**src/rtl/time_set_ctrl.sv**
```systemverilog
// Time-setting controller: turns MODE/ADV buttons into digit load strobes
// for the HH:MM registers, with auto-repeat and an idle return to RUN.
module time_set_ctrl #(
    parameter logic [15:0] REPEAT_DELAY = 16'd50000,
    parameter logic [15:0] REPEAT_RATE  = 16'd12500,
    parameter logic [23:0] IDLE_TIMEOUT = 24'd1000000
) (
    input  logic       clk,
    input  logic       reset,
    input  logic       btn_mode,
    input  logic       btn_adv,
    input  logic [3:0] hr_t,
    input  logic [3:0] hr_o,
    input  logic [3:0] min_t,
    input  logic [3:0] min_o,
    output logic [3:0] new_val,
    output logic       set_hr_t,
    output logic       set_hr_o,
    output logic       set_min_t,
    output logic       set_min_o,
    output logic       run_en,
    output logic [3:0] edit_sel
);

    typedef enum logic [2:0] {RUN, E_HT, E_HO, E_MT, E_MO} state_t;

    state_t      state;
    state_t      state_n;
    logic [1:0]  mode_sync;
    logic [1:0]  adv_sync;
    logic        mode_prev;
    logic        adv_prev;
    logic        mode_edge;
    logic        adv_edge;
    logic        adv_lvl;
    logic        in_edit;
    logic [15:0] rpt_cnt;
    logic        rpt_phase;
    logic        rpt_tick;
    logic        adv_evt;
    logic [23:0] idle_cnt;
    logic        idle_expired;
    logic [3:0]  nxt_digit;
    logic [3:0]  set_n;
    logic [3:0]  val_n;
    logic        run_en_n;
    logic [3:0]  sel_n;

    // Two-flop synchronisers plus previous-level flops for rising-edge detect
    always_ff @(posedge clk or posedge reset) begin
        if (reset) begin
            mode_sync <= 2'b00;
            adv_sync  <= 2'b00;
            mode_prev <= 1'b0;
            adv_prev  <= 1'b0;
        end else begin
            mode_sync <= {mode_sync[0], btn_mode};
            adv_sync  <= {adv_sync[0], btn_adv};
            mode_prev <= mode_sync[1];
            adv_prev  <= adv_sync[1];
        end
    end

    assign mode_edge    = mode_sync[1] & ~mode_prev;
    assign adv_lvl      = adv_sync[1];
    assign adv_edge     = adv_lvl & ~adv_prev;
    assign in_edit      = (state != RUN);
    assign rpt_tick     = in_edit & adv_lvl &
                          (rpt_phase ? (rpt_cnt == REPEAT_RATE) : (rpt_cnt == REPEAT_DELAY));
    assign adv_evt      = in_edit & ~mode_edge & (adv_edge | rpt_tick);
    assign idle_expired = in_edit & (idle_cnt == IDLE_TIMEOUT - 24'd1);

    // Held-ADV counter: first tick after REPEAT_DELAY, then every REPEAT_RATE
    always_ff @(posedge clk or posedge reset) begin
        if (reset) begin
            rpt_cnt   <= 16'd0;
            rpt_phase <= 1'b0;
        end else if (!in_edit || !adv_lvl || (state_n != state)) begin
            rpt_cnt   <= 16'd0;
            rpt_phase <= 1'b0;
        end else if (rpt_tick) begin
            rpt_cnt   <= 16'd1;
            rpt_phase <= 1'b1;
        end else if (rpt_cnt != 16'hFFFF) begin
            rpt_cnt   <= rpt_cnt + 16'd1;
        end
    end

    // Idle counter: restarts on any button activity while editing
    always_ff @(posedge clk or posedge reset) begin
        if (reset) begin
            idle_cnt <= 24'd0;
        end else if (!in_edit || mode_edge || adv_edge || rpt_tick) begin
            idle_cnt <= 24'd0;
        end else if (idle_cnt != 24'hFFFFFF) begin
            idle_cnt <= idle_cnt + 24'd1;
        end
    end

    // State register
    always_ff @(posedge clk or posedge reset) begin
        if (reset) begin
            state <= RUN;
        end else begin
            state <= state_n;
        end
    end

    // Next state: MODE steps through the digits; idle falls back to RUN
    always_comb begin
        state_n = state;
        if (mode_edge) begin
            case (state)
                RUN:     state_n = E_HT;
                E_HT:    state_n = E_HO;
                E_HO:    state_n = E_MT;
                E_MT:    state_n = E_MO;
                default: state_n = RUN;
            endcase
        end else if (!adv_edge && !rpt_tick && idle_expired) begin
            state_n = RUN;
        end
    end

    // Next legal BCD value for the digit under edit
    always_comb begin
        nxt_digit = 4'd0;
        case (state)
            E_HT: nxt_digit = (hr_t >= 4'd2) ? 4'd0 : hr_t + 4'd1;
            E_HO: begin
                if (hr_t >= 4'd2) begin
                    nxt_digit = (hr_o >= 4'd3) ? 4'd0 : hr_o + 4'd1;
                end else begin
                    nxt_digit = (hr_o >= 4'd9) ? 4'd0 : hr_o + 4'd1;
                end
            end
            E_MT:    nxt_digit = (min_t >= 4'd5) ? 4'd0 : min_t + 4'd1;
            E_MO:    nxt_digit = (min_o >= 4'd9) ? 4'd0 : min_o + 4'd1;
            default: nxt_digit = 4'd0;
        endcase
    end

    // Output decode: strobes, hour fix-up on leaving E_HT, and next-state views
    always_comb begin
        set_n    = 4'b0000;
        val_n    = 4'd0;
        run_en_n = (state_n == RUN);
        sel_n    = 4'b0000;
        if (mode_edge) begin
            if ((state == E_HT) && (hr_t == 4'd2) && (hr_o > 4'd3)) begin
                set_n = 4'b0100;
                val_n = 4'd0;
            end
        end else if (adv_evt) begin
            val_n = nxt_digit;
            case (state)
                E_HT:    set_n = 4'b1000;
                E_HO:    set_n = 4'b0100;
                E_MT:    set_n = 4'b0010;
                default: set_n = 4'b0001;
            endcase
        end
        case (state_n)
            E_HT:    sel_n = 4'b1000;
            E_HO:    sel_n = 4'b0100;
            E_MT:    sel_n = 4'b0010;
            E_MO:    sel_n = 4'b0001;
            default: sel_n = 4'b0000;
        endcase
    end

    // Registered outputs
    always_ff @(posedge clk or posedge reset) begin
        if (reset) begin
            new_val   <= 4'd0;
            set_hr_t  <= 1'b0;
            set_hr_o  <= 1'b0;
            set_min_t <= 1'b0;
            set_min_o <= 1'b0;
            run_en    <= 1'b1;
            edit_sel  <= 4'b0000;
        end else begin
            new_val   <= val_n;
            set_hr_t  <= set_n[3];
            set_hr_o  <= set_n[2];
            set_min_t <= set_n[1];
            set_min_o <= set_n[0];
            run_en    <= run_en_n;
            edit_sel  <= sel_n;
        end
    end

endmodule

```
**config.mk**
```make
export PLATFORM = sky130hd
export DESIGN_NAME = time_set_ctrl
export DESIGN_NICKNAME = d
export VERILOG_FILES = /design/src/rtl/time_set_ctrl.sv
export SDC_FILE = /design/constraint.sdc
export NUM_CORES = 1
export LEC_CHECK = 0
export CAP_MARGIN = 40
export CORE_AREA = 2 2 78 98
export CTS_BUF_LIST = sky130_fd_sc_hd__clkbuf_8
export DETAILED_ROUTE_END_ITERATION = 6
export DIE_AREA = 0 0 80 100
export PLACE_DENSITY = 0.77
export SLEW_MARGIN = 10
export SYNTH_ARGS = -nofsm -noshare
export SYNTH_HDL_FRONTEND = slang
export SYNTH_SLANG_ARGS = --single-unit
```
**constraint.sdc**
```tcl
create_clock -name clk -period 1.8 [get_ports clk]
set_input_delay 0.27 -clock clk [delete_from_list [all_inputs] [get_ports clk]]
set_output_delay 0.27 -clock clk [all_outputs]
set_load 0.05 [all_outputs]
```
==> results.rst, run 1 <==
.. list-table::
   :header-rows: 1

   * - Metric
     - Value
   * - Global-route wire length before repair
     - 16.01 mm
   * - Number of slew-limit violations in the final report
     - 0
   * - Data required time of the worst path
     - 2.02 ns
   * - Number of unique standard cell types used by synthesis
     - 65
   * - DRT antenna net count
     - 0
   * - Accumulated negative setup slack
     - -3.293 ns
   * - Synthesized-area fraction occupied by ao, oa, aoi and oai cells
     - 0.1314
   * - Critical Path Sink Type
     - flip-flop
   * - DR vias
     - 3545
   * - Async S/R FF share, synth
     - 1.000
   * - Final min period
     - 1.935 ns
   * - Initial antenna violation count
     - 0
   * - Number of nets in the synthesized netlist
     - 412
   * - Share of the synthesized area in the top cell type
     - 0.4189
   * - Placed cell area
     - 4666 um2
   * - CTS max path bufs
     - 2
   * - First-pass iteration count of the detailed router
     - 5
   * - Mapped Avg Cell Area
     - 9.798 um2
   * - Number of global-route vias before repair
     - 3488
   * - Total global routing overflow
     - 0
   * - Type of origin of the critical path
     - flip-flop
   * - Cell count after synthesis
     - 378
   * - Full die area
     - 8000 um2
   * - Clock-pin slew of the registers on the worst-case setup and hold paths
     - 0.08 ns
   * - Insertion delay of the later-clocked pin in the worst-skew pair
     - 0.36 ns
   * - Clock sink count
     - 63
   * - Simple-gate area share of the yosys netlist
     - 0.2730
   * - Type of the worst setup path
     - reg2reg
   * - Pwr/cell area
     - 821.7 nW/um2
   * - Max-slew headroom at the worst pin
     - 0.6600
   * - Maximum number of pins on one net before global-route repair
     - 34
   * - Dominant register cell in the synthesized netlist
     - dfrtp_1
   * - Maximum fanout along the worst path
     - 6
   * - Horizontal die dimension
     - 80 um
   * - Vertical die dimension
     - 100 um
   * - Combinational family with the most area after synthesis
     - simple AND/OR/NAND/NOR gates
   * - Setup repair after global routing missed its margin
     - yes
   * - Residual DRC
     - 0
   * - Tot GR Track Use
     - 0.2580
   * - Routability cong.
     - 0.8786
   * - Initial core utilization
     - 0.5157
   * - Final worst clock skew
     - 0.01178 ns
   * - Ant. Diodes
     - 0
   * - Growth of design area from synthesis to finish
     - 43.38%
   * - Crit path DAT
     - 2.16 ns
   * - Final Instance Area
     - 5310 um2
   * - Netlist area before placement
     - 3704 um2
   * - Count of buffers inserted at the top-level ports
     - 32
   * - Share of layout cells above drive strength 1
     - 0.3660
   * - Minimum setup slack among reg-to-reg paths
     - -0.13 ns
   * - Yosys top cell by area
     - dfrtp_1
   * - Area inside the core boundary
     - 7182 um2
   * - Hold Slack
     - 0.2512 ns
   * - Class of the tightest hold or removal check
     - in2async
   * - Final net count
     - 529
   * - Row count
     - 35
   * - Hold violation total from the final report
     - 0
   * - CTS Buf Count
     - 9
   * - Seq/Total Area, Yosys
     - 0.4260
   * - Routed vias/inst
     - 5.988
   * - Max cap viols
     - 0
   * - Violations in the final reports
     - negative setup slack
   * - Wire length per cell
     - 18.48 um
   * - Post-route clock period utilization
     - 1.075
   * - Drt total wl
     - 10.94 mm
   * - CTS HTree Levels
     - 3
   * - Count of pins on the block boundary
     - 33
   * - Number of register bits inferred by synthesis
     - 63
   * - Synth Area in Adders
     - 0.04730
   * - Number of setup violations in the final report
     - 52
   * - Total power of the final layout
     - 4.364 mW
   * - Status
     - complete, but fails checks
   * - Non-filler instance count after layout
     - 592
   * - Post-synth EDFFs
     - 0
   * - Maximum VDD drop
     - 515.6 uV
   * - Initial DRC Count
     - 309
   * - Top area cells in the synthesized netlist
     - dfrtp_1, ha_1, xor2_1, nor2_1, nor2_4
   * - Final worst slack
     - -0.1350 ns
   * - Leakage power summed over all cells
     - 2.308 nW
   * - Master cell of the clock root buffer
     - clkbuf_8
   * - Actual transition at the worst max-transition pin
     - 0.5084 ns
   * - Detail Placement HPWL
     - 6.524 mm
   * - Number of synthesis warnings
     - 0
   * - Multiplexer fraction of the synthesized cell area
     - 0.008108
   * - Xor/xnor share of the synthesized area
     - 0.06622
   * - TritonCTS clock tree
     - done
   * - Cell count after placement
     - 567
   * - Max Clk Rate
     - 516.8 MHz
-- path summary, 6_finish.rpt --
path                         startpoint      endpoint  cells past startpoint
min in group clk           mode_sync[0]  mode_sync[1]                      0
hold / removal                    reset    rpt_cnt[5]                      2
setup reg to reg            idle_cnt[8]      state[2]                      7
setup / recovery            idle_cnt[8]      state[2]                      7
hold reg to reg            mode_sync[0]  mode_sync[1]                      0
max in group asynchronous         reset     set_min_t                      3
-- cells in the final DEF (no fill, tap or decap), types with 4 or more instances in the layout --
cell / Yosys / final
or3_1: 12 / 10
clkinvlp_4: 0 / 4
xnor2_1: 9 / 9
buf_4: 2 / 85
nand3_1: 21 / 19
and3_1: 10 / 10
nor3_2: 1 / 4
and4_1: 6 / 6
buf_6: 4 / 7
nand4_1: 6 / 6
o211ai_1: 6 / 6
a21oi_2: 0 / 4
clkbuf_8: 0 / 10
a211oi_2: 1 / 4
xor2_1: 19 / 19
clkdlybuf4s50_1: 0 / 21
o2111ai_1: 5 / 5
nor2_1: 30 / 27
o21ai_0: 12 / 10
ha_1: 14 / 12
dfrtp_1: 62 / 61
a31oi_1: 6 / 6
inv_1: 14 / 11
nand2b_1: 6 / 6
a21oi_1: 17 / 13
nand2_1: 18 / 18
nor2_4: 10 / 11
nor3_1: 10 / 4
-- cell type report --
class                           count  area (um2)
Tap cell                           92       115.1
Clock inverter                      6       61.31
Sequential cell                    63        1579
Timing Repair Buffer              124        1104
Fill cell                         469        1872
Clock buffer                       10       137.6
Inverter                           14       56.30
Multi-Input combinational cell    283        2257
-- metrics by stage --
stage | util | setup slack (ns)
after floorplan | - | -0.05695
after global placement | 0.6497 | -0.4485
after detailed placement | 0.6497 | -0.5441
after CTS | 0.7010 | -0.1325
after global routing | 0.7394 | -0.1884
final | 0.7394 | -0.1350
-- worst max-delay path, cell delays in order (launching register included) --
cell and delay, ns:
dfrtp_1 0.40, or4b_4 0.56, nor4_4 0.15, nand4_2 0.15, buf_6 0.16, nor2_4 0.13, buf_6 0.17, o22ai_4 0.07
-- routing by layer --
layer  vias to the layer above  wire, um  global-route usage  share of wire
li1                       1612         -                   -              -
met2                       166      5775              0.4462           0.53
met3                        41       634             0.06205          0.058
met5                         -         0                   0              0
met4                         0       404              0.1343          0.037
met1                      1726      4126              0.2924           0.38
-- synthesized netlist by cell type, types with 2 or more instances --
| cell | n |
|---|---|
| nand3_1 | 21 |
| or4_1 | 3 |
| buf_4 | 2 |
| ha_1 | 14 |
| o211ai_1 | 6 |
| nand2_1 | 18 |
| dfrtp_1 | 62 |
| nor2_4 | 10 |
| o21ai_0 | 12 |
| a31oi_1 | 6 |
| inv_1 | 14 |
| and4_1 | 6 |
| nand4_1 | 6 |
| or3_1 | 12 |
| o22ai_1 | 3 |
| nor3b_1 | 2 |
| and2_1 | 3 |
| nand4b_1 | 2 |
| or3b_2 | 2 |
| a21o_1 | 2 |
| nor3_1 | 10 |
| nor2_1 | 30 |
| buf_6 | 4 |
| xnor2_1 | 9 |
| buf_2 | 3 |
| o21ai_1 | 4 |
| and3_1 | 10 |
| a211oi_1 | 4 |
| o221ai_1 | 2 |
| xor2_1 | 19 |
| nand2b_1 | 6 |
| o2111ai_1 | 5 |
| clkbuf_1 | 7 |
| a22oi_1 | 2 |
| nand3b_1 | 2 |
| or3b_1 | 2 |
| mux2i_1 | 3 |
| nor4bb_1 | 5 |
| a21oi_1 | 17 |
| nor2b_1 | 2 |
| o211a_1 | 2 |
-- repair_timing --
action	CTS	global route
pin swaps	18	22
gates cloned	1	1
setup buffers	3	4
resized for setup	32	47
hold buffers	0	0
endpoints found under the setup margin	56	58
-- logic make-up after synthesis --
| kind of cell | Yosys count |
|---|---|
| flip-flops | 63 |
| AND/OR/NAND/NOR | 164 |
| adder cells (fa/ha/maj) | 14 |
| AO/OA/AOI/OAI | 74 |
| XOR/XNOR | 28 |
| buffers and inverters | 32 |
| multiplexers | 3 |
-- power by group --
group          leakage [nW]  internal, mW  switching, mW
Sequential            0.852          1.53         0.0542
Combinational          1.36         0.662          0.860
Clock                0.0957         0.669          0.588
Total                  2.31          2.86           1.50
-- state kept, by name, summed over array words and instances, names as in the netlist, 2 cells and up --
register and cells:
adv_sync 2, state 3, new_val 4, idle_cnt 24
edit_sel 4, mode_sync 2, rpt_cnt 16
Power figures use the tool's default switching activity.
==> run 2: changes to the inputs <==
CORE_AREA = 2 2 73 103   (was 2 2 78 98)
CTS_BUF_LIST = sky130_fd_sc_hd__clkbuf_2 sky130_fd_sc_hd__clkbuf_4 sky130_fd_sc_hd__clkbuf_8   (was sky130_fd_sc_hd__clkbuf_8)
DIE_AREA = 0 0 75 105   (was 0 0 80 100)
PLACE_DENSITY = 0.78   (was 0.77)
==> run 2 against run 1 <==
Net effect: the run still ends with negative setup slack left; wire length is 3.7% higher; total power is 8.0% higher; sequential power hardly changed; utilization is 5.5 points higher; sequential cell count stayed put; count of clock-buffer cells in the layout is 1 lower; first-iteration DRC count is 28% lower.
==> results.rst, run 2 (synthesized netlist as in run 1, its figures left out) <==
.. list-table::
   :header-rows: 1

   * - Metric
     - Value
   * - Status
     - complete, but fails checks
   * - Violations in the final reports
     - negative setup slack
   * - Max Clk Rate
     - 512.4 MHz
   * - Routed vias/inst
     - 5.980
   * - TritonCTS clock tree
     - done
   * - Final min period
     - 1.951 ns
   * - Logic depth of the worst register-to-register path
     - 6
   * - Accumulated negative setup slack
     - -5.163 ns
   * - Growth of design area from synthesis to finish
     - 47.77%
   * - Area inside the core boundary
     - 6892 um2
   * - Crit path buf inv count
     - 1
   * - Number of setup violations in the final report
     - 52
   * - Full die area
     - 7875 um2
   * - Final worst clock skew
     - 0.01539 ns
   * - Insertion delay of the later-clocked pin in the worst-skew pair
     - 0.36 ns
   * - Initial antenna violation count
     - 0
   * - Horizontal die dimension
     - 75 um
   * - Vertical die dimension
     - 105 um
   * - Worst path max stage delay
     - 0.41 ns
   * - Crit path max-delay family
     - simple AND/OR/NAND/NOR gates
   * - Type of origin of the critical path
     - flip-flop
   * - Hold violation total from the final report
     - 0
   * - Setup repair after global routing missed its margin
     - yes
   * - Total global routing overflow
     - 0
   * - Row count
     - 36
   * - Total power of the final layout
     - 4.712 mW
   * - Routability cong.
     - 0.9317
   * - Most used cells in the layout excluding fill and tap cells
     - buf_4, dfrtp_1, nor2_4, clkdlybuf4s50_1, nand3_1
   * - Post-route clock period utilization
     - 1.084
   * - CTS max path bufs
     - 2
   * - Data required time of the worst path
     - 2.04 ns
   * - Initial core utilization
     - 0.5374
   * - Initial DRC Count
     - 222
   * - Detail Placement HPWL
     - 6.418 mm
   * - DRT antenna net count
     - 0
   * - Leading cell type in the layout, fill and taps excluded
     - buf_4
   * - Maximum fanout along the worst path
     - 7
   * - CTS HTree Levels
     - 3
   * - Maximum number of pins on one net before global-route repair
     - 64
   * - Final worst slack
     - -0.1514 ns
   * - Register ranked first by flip-flop count
     - idle_cnt
   * - Tot GR Track Use
     - 0.2543
   * - Endpoint of the worst-slack reg-to-reg timing path
     - rpt_cnt[7]
   * - Wire length on met3
     - 559 um
   * - Number of slew-limit violations in the final report
     - 0
   * - Actual transition at the worst max-transition pin
     - 0.5096 ns
   * - Clock sink count
     - 63
   * - Number of global-route vias before repair
     - 3424
   * - Class of the tightest hold or removal check
     - in2async
   * - Count of buffers inserted at the top-level ports
     - 32
   * - Critical Path Sink Type
     - flip-flop
   * - Crit path DAT
     - 2.20 ns
   * - Wire length on met1
     - 4.041 mm
   * - Maximum VDD drop
     - 626.8 uV
   * - Residual DRC
     - 0
   * - Global-route wire length before repair
     - 15.38 mm
   * - Max cap viols
     - 0
   * - Max-slew headroom at the worst pin
     - 0.6597
   * - CTS Buf Count
     - 9
   * - Highest metal layer with signal wires
     - met4
   * - Final net count
     - 535
   * - Count of pins on the block boundary
     - 33
   * - Clock-pin slew of the registers on the worst-case setup and hold paths
     - 0.09 ns
   * - Leakage power summed over all cells
     - 2.342 nW
   * - Share of layout cells above drive strength 1
     - 0.3933
   * - Type of the worst setup path
     - reg2reg
   * - Count of cell instances traversed by the critical path
     - 6
   * - Registers with the most flip-flops
     - idle_cnt x24, rpt_cnt x16
   * - Minimum setup slack among reg-to-reg paths
     - -0.15 ns
   * - DR vias
     - 3594
   * - Master cell of the clock root buffer
     - clkbuf_8
   * - Drt total wl
     - 11.34 mm
   * - Worst flop-to-flop path startpoint
     - idle_cnt[17]
   * - Slowest cell on crit path
     - nor4b_1
   * - Pwr/cell area
     - 861.1 nW/um2
   * - Flip-flop count of the largest register, all copies and words added
     - 24
   * - Wire length per cell
     - 18.87 um
   * - First-pass iteration count of the detailed router
     - 5
   * - Ant. Diodes
     - 0
   * - Met2 wirelength from detailed routing
     - 6.079 mm
   * - Cell Chain, Critical Path
     - and4_2, nor4b_1, nand4_2, or3b_4, clkbuf_16, nor2_4
[run 2: changes by cell type in the layout (fill, tap and decap cells not counted), moves of 3 or more]
cell / change
a21oi_1: -8
o21ai_1: +3
buf_4: +5
a21oi_2: +7
nor2_1: -9
o21ai_2: -3
nor2_4: +11
o22ai_1: +3
buf_6: -3
[run 2: timing repair]
| action | 4_1_cts | 5_1_grt |
|---|---|---|
| endpoints found under the setup margin | 52 | 59 |
| gates cloned | 0 | 5 |
| gates resized for setup | 21 | 74 |
| pin swaps | 4 | 26 |
| buffers inserted | 1 | 3 |
| hold buffers | 0 | 0 |
[run 2: worst register-to-register path, delay by kind of cell (launching register included)]
kind                   cells  cell delay [ns]
flip-flops                 1             0.40
AND/OR/NAND/NOR            5             1.26
buffers and inverters      1             0.19
[run 2: per-layer routing]
metal  track usage  vias to the layer above
met5             0                        -
met4        0.1199                        0
met3       0.06365                       61
met2        0.4248                      162
met1        0.2951                     1745
li1              -                     1626
[run 2: stage by stage]
step	setup slack [ns]	area (um2)	hold slack (ns)	instances	utilization
after floorplan	-0.05695	3707	0.3014	378	-
after global placement	-0.4500	4720	0.3369	576	0.6848
after detailed placement	-0.5573	4720	0.3347	576	0.6848
after CTS	-0.1315	5045	0.3440	593	0.7320
after global routing	-0.2347	5473	0.3627	601	0.7941
final	-0.1514	5473	0.3423	601	0.7941
[run 2: area by class of cell]
class | count | area, um2
Clock buffer | 9 | 123.9
Clock inverter | 7 | 121.4
Fill cell | 380 | 1419
Inverter | 14 | 56.30
Multi-Input combinational cell | 283 | 2310
Sequential cell | 63 | 1579
Tap cell | 95 | 118.9
Timing Repair Buffer | 130 | 1164
[run 2: worst max path at each step]
| stage | start | to | slack, ns |
|---|---|---|---|
| after floorplan | idle_cnt[8] | rpt_cnt[12] | -0.06 |
| after global placement | hr_t[0] | new_val[0] | -0.45 |
| after detailed placement | hr_t[0] | new_val[0] | -0.56 |
| after CTS | state[2] | rpt_cnt[10] | -0.13 |
| after global routing | idle_cnt[17] | rpt_cnt[3] | -0.23 |
| final | idle_cnt[17] | rpt_cnt[7] | -0.15 |
[run 2: where the power goes]
part / internal, mW / switching, mW / total [mW]
registers: 1.53 / 0.0614 / 1.59
clock network: 0.921 / 0.621 / 1.54
logic: 0.669 / 0.910 / 1.58
total: 3.12 / 1.59 / 4.71
